File: src/rtl/serial_sub_4bits_pkg.sv
// Shared definitions for the bit-serial arithmetic blocks: state encoding and
// bit-counter sizing.
package serial_sub_4bits_pkg;

   localparam int unsigned SUB_WIDTH = 4;

   localparam logic [1:0] ST_IDLE  = 2'd0;
   localparam logic [1:0] ST_SHIFT = 2'd1;
   localparam logic [1:0] ST_DONE  = 2'd2;

   typedef enum logic [1:0] {
      IDLE  = ST_IDLE,
      SHIFT = ST_SHIFT,
      DONE  = ST_DONE
   } state_e;

   // Counter must be able to represent WIDTH itself.
   function automatic int unsigned cnt_width(input int unsigned w);
      return $clog2(w + 1);
   endfunction

   localparam int unsigned CNT_W = cnt_width(SUB_WIDTH);

endpackage

File: src/rtl/serial_sub_4bits_if.sv
// Start/busy/done handshake and operand/result bus for the serial subtractor.
interface serial_sub_4bits_if #(parameter int WIDTH = 4);

   logic             enable;
   logic             start;
   logic [WIDTH-1:0] A;
   logic [WIDTH-1:0] B;
   logic             Bin;
   logic             busy;
   logic             done;
   logic [WIDTH:0]   D;

   modport master (output enable, start, A, B, Bin, input busy, done, D);
   modport slave  (input enable, start, A, B, Bin, output busy, done, D);

endinterface

File: src/rtl/serial_sub_4bits_full_subtractor.sv
// One-bit full subtractor: d = a - b - bin, bout set when the step borrows.
module full_subtractor (
   input  logic a,
   input  logic b,
   input  logic bin,
   output logic d,
   output logic bout
);

   assign d    = a ^ b ^ bin;
   assign bout = (~a & b) | (~(a ^ b) & bin);

endmodule

File: src/rtl/serial_sub_4bits.sv
// Bit-serial ripple-borrow subtractor, LSB first, result {borrow, diff}.
//   state | meaning
//   IDLE  | waiting for enable&start, D holds last result
//   SHIFT | one full-subtractor step per enabled edge
//   DONE  | done pulse visible, back to IDLE on next enabled edge
module serial_sub_4bits
   import serial_sub_4bits_pkg::*;
#(
   parameter int WIDTH = SUB_WIDTH
) (
   input  logic              clk,
   input  logic              rst,
   serial_sub_4bits_if.slave bus
);

   localparam int CW = cnt_width(WIDTH);

   state_e           state_q, state_d;
   logic [CW-1:0]    cnt_q, cnt_d;
   logic [WIDTH-1:0] a_q, a_d;
   logic [WIDTH-1:0] b_q, b_d;
   logic             br_q, br_d;
   logic [WIDTH-1:0] res_q, res_d;
   logic [WIDTH:0]   d_q, d_d;
   logic             busy_q, busy_d;
   logic             done_q, done_d;

   logic             fs_diff;
   logic             fs_bout;

   full_subtractor u_fs (
      .a    (a_q[0]),
      .b    (b_q[0]),
      .bin  (br_q),
      .d    (fs_diff),
      .bout (fs_bout)
   );

   always_comb begin
      state_d = state_q;
      cnt_d   = cnt_q;
      a_d     = a_q;
      b_d     = b_q;
      br_d    = br_q;
      res_d   = res_q;
      d_d     = d_q;
      busy_d  = busy_q;
      done_d  = done_q;
      if (bus.enable) begin
         unique case (state_q)
            IDLE: begin
               if (bus.start) begin
                  a_d     = bus.A;
                  b_d     = bus.B;
                  br_d    = bus.Bin;
                  cnt_d   = '0;
                  busy_d  = 1'b1;
                  state_d = SHIFT;
               end
            end
            SHIFT: begin
               res_d = {fs_diff, res_q[WIDTH-1:1]};
               a_d   = a_q >> 1;
               b_d   = b_q >> 1;
               br_d  = fs_bout;
               cnt_d = cnt_q + 1'b1;
               if (cnt_q == CW'(WIDTH - 1)) begin
                  d_d     = {fs_bout, fs_diff, res_q[WIDTH-1:1]};
                  busy_d  = 1'b0;
                  done_d  = 1'b1;
                  state_d = DONE;
               end
            end
            DONE: begin
               done_d  = 1'b0;
               state_d = IDLE;
            end
            default: state_d = IDLE;
         endcase
      end
   end

   always_ff @(posedge clk or posedge rst) begin
      if (rst) begin
         state_q <= IDLE;
         cnt_q   <= '0;
         a_q     <= '0;
         b_q     <= '0;
         br_q    <= 1'b0;
         res_q   <= '0;
         d_q     <= '0;
         busy_q  <= 1'b0;
         done_q  <= 1'b0;
      end else begin
         state_q <= state_d;
         cnt_q   <= cnt_d;
         a_q     <= a_d;
         b_q     <= b_d;
         br_q    <= br_d;
         res_q   <= res_d;
         d_q     <= d_d;
         busy_q  <= busy_d;
         done_q  <= done_d;
      end
   end

   assign bus.busy = busy_q;
   assign bus.done = done_q;
   assign bus.D    = d_q;

endmodule

File: src/flat_wrapper.sv
// flat-port wrapper written by rule: the top's interface ports become plain ports
module serial_sub_4bits_flat import serial_sub_4bits_pkg::*;
#(
   parameter int WIDTH = SUB_WIDTH
)
  (clk, rst, bus_enable, bus_start, bus_A, bus_B, bus_Bin, bus_busy, bus_done, bus_D);
  serial_sub_4bits_if #(.WIDTH(WIDTH)) bus_i ();
  input  logic clk;
  input  logic rst;
  input wire logic [$bits(bus_i.enable)-1:0] bus_enable;
  input wire logic [$bits(bus_i.start)-1:0] bus_start;
  input wire logic [$bits(bus_i.A)-1:0] bus_A;
  input wire logic [$bits(bus_i.B)-1:0] bus_B;
  input wire logic [$bits(bus_i.Bin)-1:0] bus_Bin;
  output wire logic [$bits(bus_i.busy)-1:0] bus_busy;
  output wire logic [$bits(bus_i.done)-1:0] bus_done;
  output wire logic [$bits(bus_i.D)-1:0] bus_D;
  assign bus_i.enable = bus_enable;
  assign bus_i.start = bus_start;
  assign bus_i.A = bus_A;
  assign bus_i.B = bus_B;
  assign bus_i.Bin = bus_Bin;
  assign bus_busy = bus_i.busy;
  assign bus_done = bus_i.done;
  assign bus_D = bus_i.D;
  serial_sub_4bits #(.WIDTH(WIDTH)) u_core (.clk(clk), .rst(rst), .bus(bus_i));
endmodule
File: config.mk
export PLATFORM = sky130hd
export DESIGN_NAME = serial_sub_4bits_flat
export DESIGN_NICKNAME = d
export VERILOG_FILES = /design/src/rtl/serial_sub_4bits_pkg.sv /design/src/rtl/serial_sub_4bits_if.sv /design/src/rtl/serial_sub_4bits_full_subtractor.sv /design/src/rtl/serial_sub_4bits.sv /design/src/flat_wrapper.sv
export SDC_FILE = /design/constraint.sdc
export NUM_CORES = 1
export LEC_CHECK = 0
export CAP_MARGIN = 20
export CORE_UTILIZATION = 55
export CTS_CLUSTER_SIZE = 25
export DETAILED_ROUTE_END_ITERATION = 10
export GPL_TIMING_DRIVEN = 1
export HOLD_SLACK_MARGIN = 0.06
export PLACE_DENSITY_LB_ADDON = 0.12
export SETUP_SLACK_MARGIN = 0.2
export SYNTH_ARGS = -nofsm -noshare
export SYNTH_HDL_FRONTEND = slang
export SYNTH_SLANG_ARGS = --single-unit
File: constraint.sdc
create_clock -name clk -period 4.2 [get_ports clk]
set_input_delay 0.63 -clock clk [delete_from_list [all_inputs] [get_ports clk]]
set_output_delay 0.63 -clock clk [all_outputs]
set_load 0.01 [all_outputs]
[After elaboration in Yosys (flattened, before gate mapping)]
Index checks and enable logic that the tools add are counted.
Word-level totals
  word-level logic and storage cells: 47
  input bits: 13
  flip-flop bits (word level): 25
  output and inout bits: 7
Operators by class
  add/sub/neg operators: 1
  multiplexer cells: 16
  equal/unequal tests: 5
  reductions and logical operators: 9
  bitwise gates (word level): 7
Operators with widths (number)
  $pmux W4 S2: 2
  $reduce_and A3 Y1: 4
  $mux W4: 2
  $pmux W1 S2: 3
  $pmux W3 S2: 1
  $mux W1: 4
  $mux W2: 2
  $pmux W2 S2: 1
  $reduce_and A4 Y1: 1
  $reduce_bool A2 Y1: 2
  $add A3 B1 Y3 const B: 1
  $eq A3 B2 Y1 const B: 1
  $mux W3: 1
  $and A1 B1 Y1: 2
  $eq A2 B1 Y1 const B: 1
  $eq A2 B2 Y1 const B: 1
  $logic_not A2 Y1: 1
  $ne A2 B1 Y1 const B: 1
  $ne A2 B2 Y1 const B: 1
  $not A1 Y1: 2
  $reduce_and A2 Y1: 1
  $xor A1 B1 Y1: 2
  $or A1 B1 Y1: 1

[Longest topological paths before layout]
  depth in word-level cells: 5
  gate-level depth with buffers: 5
  mapped depth without buffers: 5

[Cells and area by module]
Synthesis repeated with hierarchy kept, for this count alone.
Second synthesis, totals
  cell total of the unflattened synthesis: 88
  area total of the unflattened synthesis: 1168.6 µm²
By module, submodules not included
  serial_sub_4bits: area an instance 1137.3 µm², cells an instance 84, instances 1, seq. area each 600.6 µm²
  full_subtractor: area an instance 31.3 µm², cells an instance 4, instances 1, seq. area each 0.0 µm²

[Worst setup path before layout]
Ideal clock, no wire load.
  path type: input to register
  start: in bus_enable
  end: reg u_core.a_q[0]
  required time: 4.075 ns
  setup time: 0.125 ns
  cell stages on the path: 4
  setup slack: 2.735 ns
  data arrival time: 1.340 ns
  path buffers: 1
  cells stage by stage: and2b_4 > o21a_4 > buf_12 > mux2_4
On the way
  cells in the longest elaborated chain, start to end: 1
RTL lines
  start: declaration: RTL line flat_wrapper.sv:10  | input wire logic [$bits(bus_i.enable)-1:0] bus_enable;
  $reduce_and A3 Y1 (no source line)
  end signal: assignment: RTL line serial_sub_4bits.sv:87  | a_q <= '0;
  end signal: assignment: RTL line serial_sub_4bits.sv:97  | a_q <= a_d;
  end: declaration: RTL line serial_sub_4bits.sv:20  | logic [WIDTH-1:0] a_q, a_d;
No other way between the ends.
A chain may end at the register's enable or synchronous reset.

[Worst setup path after layout]
  start: reg u_core.done_q (netlist: u_core.bus.done)
  end: out bus_done
RTL lines
  start: declaration: RTL line serial_sub_4bits.sv:26  | logic done_q, done_d;
  start signal: assignment: RTL line serial_sub_4bits.sv:103  | done_q <= done_d;
  end: declaration: RTL line flat_wrapper.sv:16  | output wire logic [$bits(bus_i.done)-1:0] bus_done;
No word-level cell between the ends.

==> summary.txt <==
Outcome
  • Status: finished clean

Clock tree
  • TritonCTS clock tree: built
  • CTS resizes: 0
  • CTS Buf Count: 3
  • # Post-CTS Setup Buffers: 0
  • CTS root buffer: clkbuf_4
  • CTS hold repair buffers: 0
  • Clk slew on worst S/H paths: approximately 0.11 ns
  • Sink Count: 24
  • Clk buf depth: 2
  • Skew-Pair Late Insertion Delay: 0.30 ns
  • H-tree levels: 1

Detailed routing
  • Drt pass-1 iters: 1
  • Post-Route WL: 1740 µm
  • Final ANT Viol Nets: 0
  • Via count: 687
  • First DRT Iteration DRCs: 0
  • Routed len/inst: 13.1 µm
  • Detailed-route DRC error count: 0
  • DR vias/cell: 5.17

Pwr
  • Max IR drop VDD: 0.406 mV
  • Int Power: a little over 0.6 mW
  • Total power: 0.894 mW
  • Sw power: 0.285 mW
  • Seq pwr share: 0.460
  • Leakage: roughly 0.64 nW
  • Switching Share: 0.319
  • Clk pwr share: 0.105
  • PD cells: 662 mW/mm²
  • Combinational Power Share: 0.435

STA
  • Fin Setup TNS: 0 ns
  • Final slew viol count: 0
  • Final hold slack: between 0.5 and 0.6 ns
  • Fmax: 540 MHz
  • RSZ-0062 raised after global routing: no
  • Worst clock skew: slightly below 0.002 ns
  • Min Clock Period, post-route: 1.85 ns
  • Rel. slew slack: 0.409
  • Count of final setup violators: 0
  • Final Hold Vio Count: 0
  • Fin crit share: 0.441
  • Worst slew pin tran: a little under 0.9 ns

Worst setup path
  • Critical path class: flip-flop to output pin
  • Crit path max fanout: 2
  • CP Depth: 1
  • CP Capture Type: output pin
  • R2R depth: 2
  • CP cell instances: clkdlybuf4s50_1
  • Worst Setup SP: u_core.bus.done$_DFFE_PP0P_
  • R2R setup slack: 2.59 ns
  • Arr. time, crit path: 1.22 ns
  • Worst r2r src: u_core.state_q[0]$_DFFE_PP0P_
  • Max stage delay on crit path: ~0.54 ns
  • CP required: 3.57 ns
  • Crit path launch type: flip-flop
  • Slowest cell on crit path: clkdlybuf4s50_1
  • Worst R2R End: u_core.bus.D[1]$_DFFE_PP0P_
  • CP Buf/Inv Count: 1
  • Critical path endpoint: bus_done
  • Largest delay share family, worst path: buffers and inverters

GRT
  • Global route overflow: 0
  • First-pass GRT wire length: ~2800 µm
  • Largest net degree at the start of global routing: 25
  • Total track usage: 0.186
  • Vias in the first global route: between 600 and 700
  • Initial antenna violation count: 0

Synth
  • Syn Area/Cell: 13.1 µm²
  • Synth Register Bits: 24
  • Post-synth EDFFs: 0
  • Sequential area share after synthesis: 0.525
  • Post-synth ARST share: 1.00
  • Yosys warns: 0
  • Cell area after synthesis: 0.00114 mm²
  • Top_reg_cell synth: dfrtp_1
  • Cells after Synth: 87
  • Post-Syn Nets: 104
  • Synth cell types: 22

Floorplanning
  • I/O pins: 20
  • Die Ht: 47.6 µm
  • Core Area: 0.00196 mm²
  • Die Wd: 47.6 µm
  • Initial Util: 0.583
  • Die ar.: 0.00227 mm²
  • Row count: 16

Job
  • Max-Cap Viols: 0

Cells and area
  • Share of cells above drive strength 1: 0.236
  • Syn-to-layout area delta: 18.2%
  • Commonest non-fill, non-tap cell in the layout: dfrtp_1
  • Final net count: 125
  • # diodes: 0
  • Post-route design area: 0.00135 mm²
  • Post-layout util: 0.689
  • Most frequent cells in the layout: 24 x dfrtp_1, 19 x clkdlybuf4s50_1, 14 x mux2_2, 11 x inv_1, 7 x nand2_1

Placement
  • Placed cell areas: 0.00133 mm²
  • Dpl hpwl: 1280 µm
  • IO Port Bufs: 19
  • Placer congestion estimate: 0.735

Min path
  • HP Class: flip-flop to flip-flop
[cell usage after synthesis, types with 2 or more instances]
cell type	n	area [µm²]
dfrtp_1	24	601
mux2_2	14	158
inv_1	11	41.3
nand2_1	7	26.3
mux2i_1	6	60.1
o21ai_0	4	20.0
ha_1	3	37.5
mux2_4	3	45.0
nand3_1	2	10.0
[metrics by stage]
| step | std cells | setup WS [ns] |
|---|---|---|
| 4_1_cts | 133 | 2.33 |
| 2_1_floorplan | 87 | 2.73 |
| 6_report | 133 | 2.35 |
| 5_1_grt | 133 | 2.29 |
| 3_5_place_dp | 130 | 2.04 |
| 3_3_place_gp | 130 | 2.07 |
[logic make-up after synthesis]
group                    Yosys count  share of synthesized area
multiplexers                      23                      0.230
AO/OA/AOI/OAI                      9                     0.0580
adder cells (fa/ha/maj)            4                     0.0503
AND/OR/NAND/NOR                   13                     0.0667
flip-flops                        24                      0.525
buffers and inverters             14                     0.0700
[how the worst min path moves through the flow]
stage	start	end	slack (ns)	cells after the start
4_1_cts	u_core.cnt_q[0]$_DFFE_PP0P_	u_core.cnt_q[0]$_DFFE_PP0P_	0.51	1
3_5_place_dp	u_core.bus.D[4]$_DFFE_PP0P_	u_core.bus.D[4]$_DFFE_PP0P_	0.48	2
5_1_grt	u_core.cnt_q[0]$_DFFE_PP0P_	u_core.cnt_q[0]$_DFFE_PP0P_	0.54	1
3_3_place_gp	u_core.cnt_q[0]$_DFFE_PP0P_	u_core.cnt_q[0]$_DFFE_PP0P_	0.47	1
2_1_floorplan	u_core.cnt_q[0]$_DFFE_PP0P_	u_core.cnt_q[0]$_DFFE_PP0P_	0.46	1
6_report	u_core.cnt_q[0]$_DFFE_PP0P_	u_core.cnt_q[0]$_DFFE_PP0P_	0.50	1
[power by group through the flow]
stage	Combinational (mW)	Sequential (mW)	Clock (mW)
after floorplan	0.291	0.403	0
after global placement	0.384	0.413	0
after detailed placement	0.395	0.417	0
after CTS	0.397	0.412	0.0985
after global routing	0.433	0.427	0.108
final	0.389	0.411	0.0937
[flip-flops by register name, indices dropped and copies added, names as in the netlist]
name	cells
u_core.res_q	3
u_core.a_q	4
u_core.state_q	2
u_core.bus.done	1
u_core.cnt_q	3
u_core.br_q	1
u_core.bus.D	5
u_core.bus.busy	1
u_core.b_q	4
[metal layers]
layer  vias up  track usage  wire length (µm)
li1        334            -                 -
met1       341        0.227               807
met2         8        0.307               858
met3         4       0.0340                32
met4         0        0.117                42
met5         -            0                 0
[worst reg2reg max path, cell delays in order, from the launching register on]
cell	delay [ns]
dfrtp_1	0.77
nand4b_2	0.37
mux2_2	0.37
[area by class of cell]
cell class                 count  area (µm²)
inverter                      11        41.3
fill                         163         611
tap                           27        33.8
multi-input combinational     49         463
clock buffer                   3        22.5
sequential                    24         601
timing repair buffer          19         190
Power figures use the tool's default switching activity.
